$ cat src/rtl/eth_parser_pkg.sv
// ---------------------------------------------------------------------------
// eth_parser_pkg
// Shared types and constants for the receive-side Ethernet parsing blocks:
// the frame extractor FSM state type and the CRC-32 / framing constants.
// ---------------------------------------------------------------------------
package eth_parser_pkg;

    typedef enum logic [1:0] {
        ST_IDLE    = 2'd0,
        ST_HDR     = 2'd1,
        ST_PAYLOAD = 2'd2,
        ST_DONE    = 2'd3
    } extractor_state_t;

    // Reflected CRC-32 (IEEE 802.3)
    localparam logic [31:0] CRC32_POLY    = 32'hEDB8_8320;
    localparam logic [31:0] CRC32_INIT    = 32'hFFFF_FFFF;
    localparam logic [31:0] CRC32_RESIDUE = 32'hDEBB_20E3;

    localparam int unsigned FCS_BYTES         = 4;
    localparam int unsigned MIN_PAYLOAD_BYTES = 46;

    // One byte beyond the FCS must be buffered before a payload byte is known
    // not to be part of the FCS.
    localparam int unsigned PAYLOAD_BUF_DEPTH = FCS_BYTES + 1;

endpackage : eth_parser_pkg

$ cat src/rtl/crc32_d8.sv
// ---------------------------------------------------------------------------
// crc32_d8
// Combinational next-state function of the reflected CRC-32, consuming one
// byte per call, least significant data bit first.
// Ports:
//   crc_i  [31:0]  current CRC register
//   data_i [7:0]   byte to absorb
//   crc_o  [31:0]  CRC register after the byte
// ---------------------------------------------------------------------------
module crc32_d8
    import eth_parser_pkg::*;
(
    input  logic [31:0] crc_i,
    input  logic [7:0]  data_i,
    output logic [31:0] crc_o
);

    always_comb begin
        logic [31:0] c;
        c = crc_i;
        for (int i = 0; i < 8; i++) begin
            if (c[0] ^ data_i[i]) begin
                c = (c >> 1) ^ CRC32_POLY;
            end else begin
                c = c >> 1;
            end
        end
        crc_o = c;
    end

endmodule : crc32_d8

$ cat src/rtl/eth_frame_extractor.sv
// ---------------------------------------------------------------------------
// eth_frame_extractor
// Follows eth_parser's per-byte field flags on the GMII receive stream,
// latches the MAC header fields, streams the payload with the FCS stripped,
// checks the CRC-32 and reports a per-frame status pulse.
// Ports:
//   clk, rst                       clock, synchronous active-high reset
//   gmii_rx_data_i/valid_i         receive byte stream
//   is_*_i                         parser field flags for the current byte
//   err_preamble_sfd_i/incomplete_i parser error pulses
//   dst_mac_o/src_mac_o/ether_type_o latched header, first wire byte in MSBs
//   hdr_valid_o                    header fields updated this cycle
//   payload_data/valid/last_o      payload stream, FCS removed
//   frame_done_o                   end-of-frame pulse qualifying the next
//   fcs_ok_o/frame_err_o/frame_len_o frame status
// ---------------------------------------------------------------------------
module eth_frame_extractor
    import eth_parser_pkg::*;
#(
    parameter int unsigned MAX_PAYLOAD_BYTES = 1500,
    parameter int unsigned LEN_W             = 11
) (
    input  logic             clk,
    input  logic             rst,
    input  logic [7:0]       gmii_rx_data_i,
    input  logic             gmii_rx_valid_i,
    input  logic             is_preamble_or_sfd_i,
    input  logic             is_dst_mac_i,
    input  logic             is_src_mac_i,
    input  logic             is_ether_type_i,
    input  logic             is_payload_or_fcs_i,
    input  logic             err_preamble_sfd_i,
    input  logic             err_incomplete_i,
    output logic [47:0]      dst_mac_o,
    output logic [47:0]      src_mac_o,
    output logic [15:0]      ether_type_o,
    output logic             hdr_valid_o,
    output logic [7:0]       payload_data_o,
    output logic             payload_valid_o,
    output logic             payload_last_o,
    output logic             frame_done_o,
    output logic             fcs_ok_o,
    output logic             frame_err_o,
    output logic [LEN_W-1:0] frame_len_o
);

    localparam int unsigned CNT_W = 3;

    extractor_state_t state_q;
    logic [47:0]      dst_sh_q;
    logic [47:0]      src_sh_q;
    logic [7:0]       et_hi_q;
    logic             et_cnt_q;
    logic [31:0]      crc_q;
    logic [31:0]      crc_d;
    logic             err_q;
    logic [7:0]       buf_q [PAYLOAD_BUF_DEPTH];
    logic [CNT_W-1:0] cnt_q;
    logic [LEN_W-1:0] len_q;

    logic             byte_acc;
    logic             acc_pre;
    logic             acc_dst;
    logic             acc_pl;
    logic             buf_full;
    logic             clr;
    logic [LEN_W-1:0] len_inc;
    logic [LEN_W-1:0] len_fin;
    logic             len_bad;

    // A byte counts only when exactly one field flag claims it.
    assign byte_acc = gmii_rx_valid_i && $onehot({is_preamble_or_sfd_i, is_dst_mac_i,
                                                  is_src_mac_i, is_ether_type_i,
                                                  is_payload_or_fcs_i});
    assign acc_pre  = byte_acc && is_preamble_or_sfd_i;
    assign acc_dst  = byte_acc && is_dst_mac_i;
    assign acc_pl   = byte_acc && is_payload_or_fcs_i;

    assign buf_full = (cnt_q == CNT_W'(PAYLOAD_BUF_DEPTH));
    assign len_inc  = (len_q == {LEN_W{1'b1}}) ? len_q : len_q + LEN_W'(1);
    // DONE still emits the oldest buffered byte, so it joins the final count.
    assign len_fin  = buf_full ? len_inc : len_q;
    assign len_bad  = (32'(len_fin) < MIN_PAYLOAD_BYTES) || (32'(len_fin) > MAX_PAYLOAD_BYTES);

    // A preamble byte starts a new frame context; in DONE it lands after the report.
    assign clr = acc_pre && ((state_q == ST_IDLE) || (state_q == ST_DONE));

    crc32_d8 u_crc (
        .crc_i  (crc_q),
        .data_i (gmii_rx_data_i),
        .crc_o  (crc_d)
    );

    always_ff @(posedge clk) begin
        if (rst) begin
            state_q         <= ST_IDLE;
            dst_sh_q        <= '0;
            src_sh_q        <= '0;
            et_hi_q         <= '0;
            et_cnt_q        <= 1'b0;
            crc_q           <= CRC32_INIT;
            err_q           <= 1'b0;
            for (int i = 0; i < int'(PAYLOAD_BUF_DEPTH); i++) begin
                buf_q[i] <= '0;
            end
            cnt_q           <= '0;
            len_q           <= '0;
            dst_mac_o       <= '0;
            src_mac_o       <= '0;
            ether_type_o    <= '0;
            hdr_valid_o     <= 1'b0;
            payload_data_o  <= '0;
            payload_valid_o <= 1'b0;
            payload_last_o  <= 1'b0;
            frame_done_o    <= 1'b0;
            fcs_ok_o        <= 1'b0;
            frame_err_o     <= 1'b0;
            frame_len_o     <= '0;
        end else begin
            hdr_valid_o     <= 1'b0;
            payload_valid_o <= 1'b0;
            payload_last_o  <= 1'b0;
            frame_done_o    <= 1'b0;
            fcs_ok_o        <= 1'b0;
            frame_err_o     <= 1'b0;
            frame_len_o     <= '0;

            unique case (state_q)
                ST_IDLE: begin
                    if (acc_dst) begin
                        dst_sh_q <= {dst_sh_q[39:0], gmii_rx_data_i};
                        crc_q    <= crc_d;
                        et_cnt_q <= 1'b0;
                        cnt_q    <= '0;
                        len_q    <= '0;
                        state_q  <= ST_HDR;
                    end
                end

                ST_HDR: begin
                    if (err_incomplete_i) begin
                        state_q <= ST_IDLE;
                    end else if (byte_acc && !is_preamble_or_sfd_i) begin
                        crc_q <= crc_d;
                        if (is_dst_mac_i) begin
                            dst_sh_q <= {dst_sh_q[39:0], gmii_rx_data_i};
                        end else if (is_src_mac_i) begin
                            src_sh_q <= {src_sh_q[39:0], gmii_rx_data_i};
                        end else if (is_ether_type_i) begin
                            et_hi_q  <= gmii_rx_data_i;
                            et_cnt_q <= 1'b1;
                            // Publish all fields together on the second EtherType byte
                            if (et_cnt_q) begin
                                hdr_valid_o  <= 1'b1;
                                dst_mac_o    <= dst_sh_q;
                                src_mac_o    <= src_sh_q;
                                ether_type_o <= {et_hi_q, gmii_rx_data_i};
                            end
                        end else begin
                            buf_q[0] <= gmii_rx_data_i;
                            cnt_q    <= CNT_W'(1);
                            state_q  <= ST_PAYLOAD;
                        end
                    end
                end

                ST_PAYLOAD: begin
                    if (acc_pl) begin
                        crc_q    <= crc_d;
                        buf_q[0] <= gmii_rx_data_i;
                        for (int i = 1; i < int'(PAYLOAD_BUF_DEPTH); i++) begin
                            buf_q[i] <= buf_q[i-1];
                        end
                        if (buf_full) begin
                            payload_valid_o <= 1'b1;
                            payload_data_o  <= buf_q[PAYLOAD_BUF_DEPTH-1];
                            len_q           <= len_inc;
                        end else begin
                            cnt_q <= cnt_q + CNT_W'(1);
                        end
                    end else begin
                        state_q <= ST_DONE;
                    end
                end

                ST_DONE: begin
                    // Remaining FCS_BYTES buffered bytes are the FCS and are dropped.
                    if (buf_full) begin
                        payload_valid_o <= 1'b1;
                        payload_last_o  <= 1'b1;
                        payload_data_o  <= buf_q[PAYLOAD_BUF_DEPTH-1];
                    end
                    frame_done_o <= 1'b1;
                    fcs_ok_o     <= (crc_q == CRC32_RESIDUE);
                    frame_err_o  <= err_q || !buf_full || len_bad;
                    frame_len_o  <= len_fin;
                    state_q      <= ST_IDLE;
                end

                default: state_q <= ST_IDLE;
            endcase

            if (clr) begin
                crc_q    <= CRC32_INIT;
                err_q    <= 1'b0;
                cnt_q    <= '0;
                len_q    <= '0;
                et_cnt_q <= 1'b0;
            end

            // Error pulses win over a same-cycle clear.
            if (err_preamble_sfd_i || err_incomplete_i) begin
                err_q <= 1'b1;
            end
        end
    end

endmodule : eth_frame_extractor

$ cat config.mk
export PLATFORM = sky130hd
export DESIGN_NAME = eth_frame_extractor
export DESIGN_NICKNAME = d
export VERILOG_FILES = /design/src/rtl/eth_parser_pkg.sv /design/src/rtl/crc32_d8.sv /design/src/rtl/eth_frame_extractor.sv
export SDC_FILE = /design/constraint.sdc
export NUM_CORES = 1
export LEC_CHECK = 0
export CAP_MARGIN = 30
export CORE_ASPECT_RATIO = 1.75
export CORE_MARGIN = 10
export CORE_UTILIZATION = 58
export CTS_BUF_LIST = sky130_fd_sc_hd__clkbuf_2
export CTS_CLUSTER_DIAMETER = 60
export DETAILED_ROUTE_END_ITERATION = 12
export MAX_ROUTING_LAYER = met4
export PLACE_DENSITY = 0.82
export SETUP_SLACK_MARGIN = 0.3
export SYNTH_ARGS = -nofsm -noshare
export SYNTH_HDL_FRONTEND = slang
export SYNTH_SLANG_ARGS = --single-unit
$ cat constraint.sdc
create_clock -name clk -period 5.6 [get_ports clk]
set_input_delay 1.68 -clock clk [delete_from_list [all_inputs] [get_ports clk]]
set_output_delay 1.68 -clock clk [all_outputs]
set_load 0.02 [all_outputs]
==> run summary <==
status - completed
post-synthesis area per instance - 8.76 µm²
post-synthesis compound-gate area fraction - 13.1%
Die Y - 218 µm
fin nets - 1660
Post-synth top flop - dfxtp_1
largest family of logic cells by synthesized area - simple AND/OR/NAND/NOR gates
CTS Root Cell - clkbuf_2
RSZ-0062 raised after global routing - no
# resized after CTS - 0
Period Utilization, post-route - 81.5%
P per Cell Area - 334 mW/mm²
Crit-path slowest cell - or4b_4
Post-Synth Simple-Gate Area - 20.7%
Synth Net Count - 1506
die area - 0.0289 mm²
Reg power frac - 50.1%
Setup TNS - 0 ns
final WL - 33700 µm
Remaining DRCs - 0
EDFF count, synth - 40
DRT Pass-1 Iters - 6
multiplexer share of the synthesized area - 1.79%
CTS tree - yes
critical path's largest stage delay - 0.60 ns
count of boundary I/O pins - 155
final worst path period need - 4.57 ns
Psw - 1.60 mW
clk sinks - 331
Area Growth Syn to Fin - 18.9%
clk_lat worst skew - 0.90 ns
DP Area - 0.0147 mm²
CTS hold repair buffers - 0
Core ar. - 0.0221 mm²
Die W - 133 µm
post-synthesis cell type count - 64
initial antenna violation count - 1
CTS buffer count - 71
Hold Slack - 0.457 ns
routed length per instance - 17.1 µm
Worst EP required - 6.33 ns
register bit total from synthesis - 331
Leak - 5.51 nW
Post-DRT Antenna Nets - 0
nature of the critical path endpoint - register
Syn. warnings - 0
layout cells sized above 1 - 9.73%
DP Wirelength - 23000 µm
VDD IR max - 0.000308 V
Max-Cap Viols - 0
crit start category - input port
mapped cell area - 0.0130 mm²
setup violators final - 0
Slew Limit Headroom - 42.5%
Post-Synthesis Cells - 1478
vias in the first global route - 10487
Rows - 72
asr flop ratio synth - 0%
Max clock buf depth - 3
dominant cell type by area after synthesis - dfxtp_1
worst-path cell chain - clkdlybuf4s50_1 > inv_1 > fa_1 > fa_1 > inv_1 > ha_1 > or4b_4 > o21ai_0 > o211ai_4 > buf_4 > a21oi_1 > o21ai_0
clk slew on worst S/H paths - 0.11 ns
crit path max fanout - 63
Worst EP arrival - 5.30 ns
Clock H-tree levels - 3
Total GRT Usage - 23.5%
vias - 10672
endpoints failing hold - 0
XOR/XNOR Fraction of Synth Area - 5.41%
top cells by area, synth - dfxtp_1 (45%), nand2_1 (13%), edfxtp_1 (9.3%)
post-synthesis adder-cell area fraction - 1.08%
Synth top cells by count - nand2_1 (459), dfxtp_1 (291), a21oi_1 (227), clkbuf_1 (80), nor2_1 (48)
Seq/Total Area, Yosys - 54.3%
Fmax - 0.219 GHz
Worst Skew - 0.0586 ns
largest net degree at the start of global routing - 114
Int Pwr - 3.55 mW
Initial Utilization - 58.7%
Final Cell Area - 0.0154 mm²
Clk pwr share - 28.7%
RD Place Congestion - 0.914
max-slew violations - 0
Comb pwr share - 21.2%
Net Sw Frac - 31.0%
Filler Cell Count - 1781
Post-CTS Setup Repair Bufs - 0
WS Path Type - input port to register
Worst Tran Pin Value - 0.859 ns
Vias per Instance - 5.41
post-synth top area share - 45.0%
Worst Hold Class - register to register
gr ovfl total - 0
count leader, synth - nand2_1
DR iter-0 viols - 859
global-route wire length before repair - 53900 µm
# port buffers - 154
==> worst max-delay path: cells and delay by family <==
kind	cells	cell delay [ns]
AND/OR/NAND/NOR	1	0.60
AO/OA/AOI/OAI	4	0.79
adder cells (fa/ha/maj)	3	1.11
buffers and inverters	4	1.09
==> layout make-up <==
type / count / area (µm²) / area share (%)
antenna: 1 / 2.50 / 0.0162
sequential: 331 / 7030 / 45.6
clock buffer: 109 / 546 / 3.54
tap: 296 / 370 / 2.40
clock inverter: 8 / 92.6 / 0.601
multi-input combinational: 1033 / 5470 / 35.5
timing repair buffer: 180 / 1830 / 11.9
inverter: 15 / 56.3 / 0.366
==> power by group through the flow <==
stage               registers, mW  logic (mW)  clock network, mW
floorplan                    2.61       0.861                  0
global placement             2.63        1.08                  0
detailed placement           2.63        1.09                  0
CTS                          2.58        1.09               1.52
global route                 2.59        1.20               1.65
finish                       2.58        1.09               1.48
==> cell usage in the layout (no fill, tap or decap), types with 8 or more instances in the layout <==
| cell | netlist | final |
|---|---|---|
| clkbuf_2 | 0 | 109 |
| nor2_1 | 48 | 48 |
| xnor2_1 | 40 | 40 |
| dfxtp_1 | 291 | 291 |
| nor3_1 | 11 | 11 |
| mux2i_1 | 22 | 22 |
| and2_1 | 43 | 43 |
| a21oi_1 | 227 | 226 |
| inv_1 | 15 | 15 |
| edfxtp_1 | 40 | 40 |
| buf_4 | 10 | 19 |
| o21ai_0 | 8 | 8 |
| nand2_1 | 459 | 459 |
| clkdlybuf4s50_1 | 0 | 153 |
| nand3_1 | 13 | 11 |
| xor2_1 | 27 | 27 |
| o211ai_1 | 30 | 30 |
| ha_1 | 8 | 8 |
==> state kept, by name, indices dropped and copies added, names as in the netlist, 11 cells and up, named ones only <==
register	cells
dst_mac_o	48
dst_sh_q	48
src_mac_o	48
src_sh_q	48
buf_q	40
crc_q	32
ether_type_o	16
frame_len_o	11
len_q	11
==> layer usage <==
| metal | share of wire [%] | GRT usage, % | vias up |
|---|---|---|---|
| li1 | - | - | 5265 |
| met4 | 4.5 | 13.3 | 0 |
| met3 | 4.7 | 5.24 | 79 |
| met2 | 53 | 40.4 | 292 |
| met1 | 38 | 24.2 | 5036 |
| met5 | 0 | - | - |
==> worst paths after layout <==
check / startpoint / end / slack, ns / cells after the start
max: is_preamble_or_sfd_i / crc_q[19] / 1.03 / 12
max reg2reg: len_q[0] / frame_err_o / 2.85 / 7
min: src_sh_q[38] / src_sh_q[46] / 0.46 / 2
min reg2reg: src_sh_q[38] / src_sh_q[46] / 0.46 / 2
==> metrics by stage <==
step / setup slack [ns] / power, mW / util (%) / std cells
final: 1.03 / 5.15 / 69.8 / 1973
after global routing: 0.880 / 5.43 / 69.8 / 1973
after CTS: 1.09 / 5.19 / 69.6 / 1971
after detailed placement: 0.143 / 3.72 / 66.8 / 1854
after global placement: 0.136 / 3.70 / 66.8 / 1854
after floorplan: 0.364 / 3.47 / - / 1478
==> cells by family after synthesis <==
kind of cell             after synthesis
adder cells (fa/ha/maj)               10
AO/OA/AOI/OAI                        302
multiplexers                          23
AND/OR/NAND/NOR                      624
XOR/XNOR                              74
flip-flops                           331
buffers and inverters                114
(Power assumes the default switching activity.)
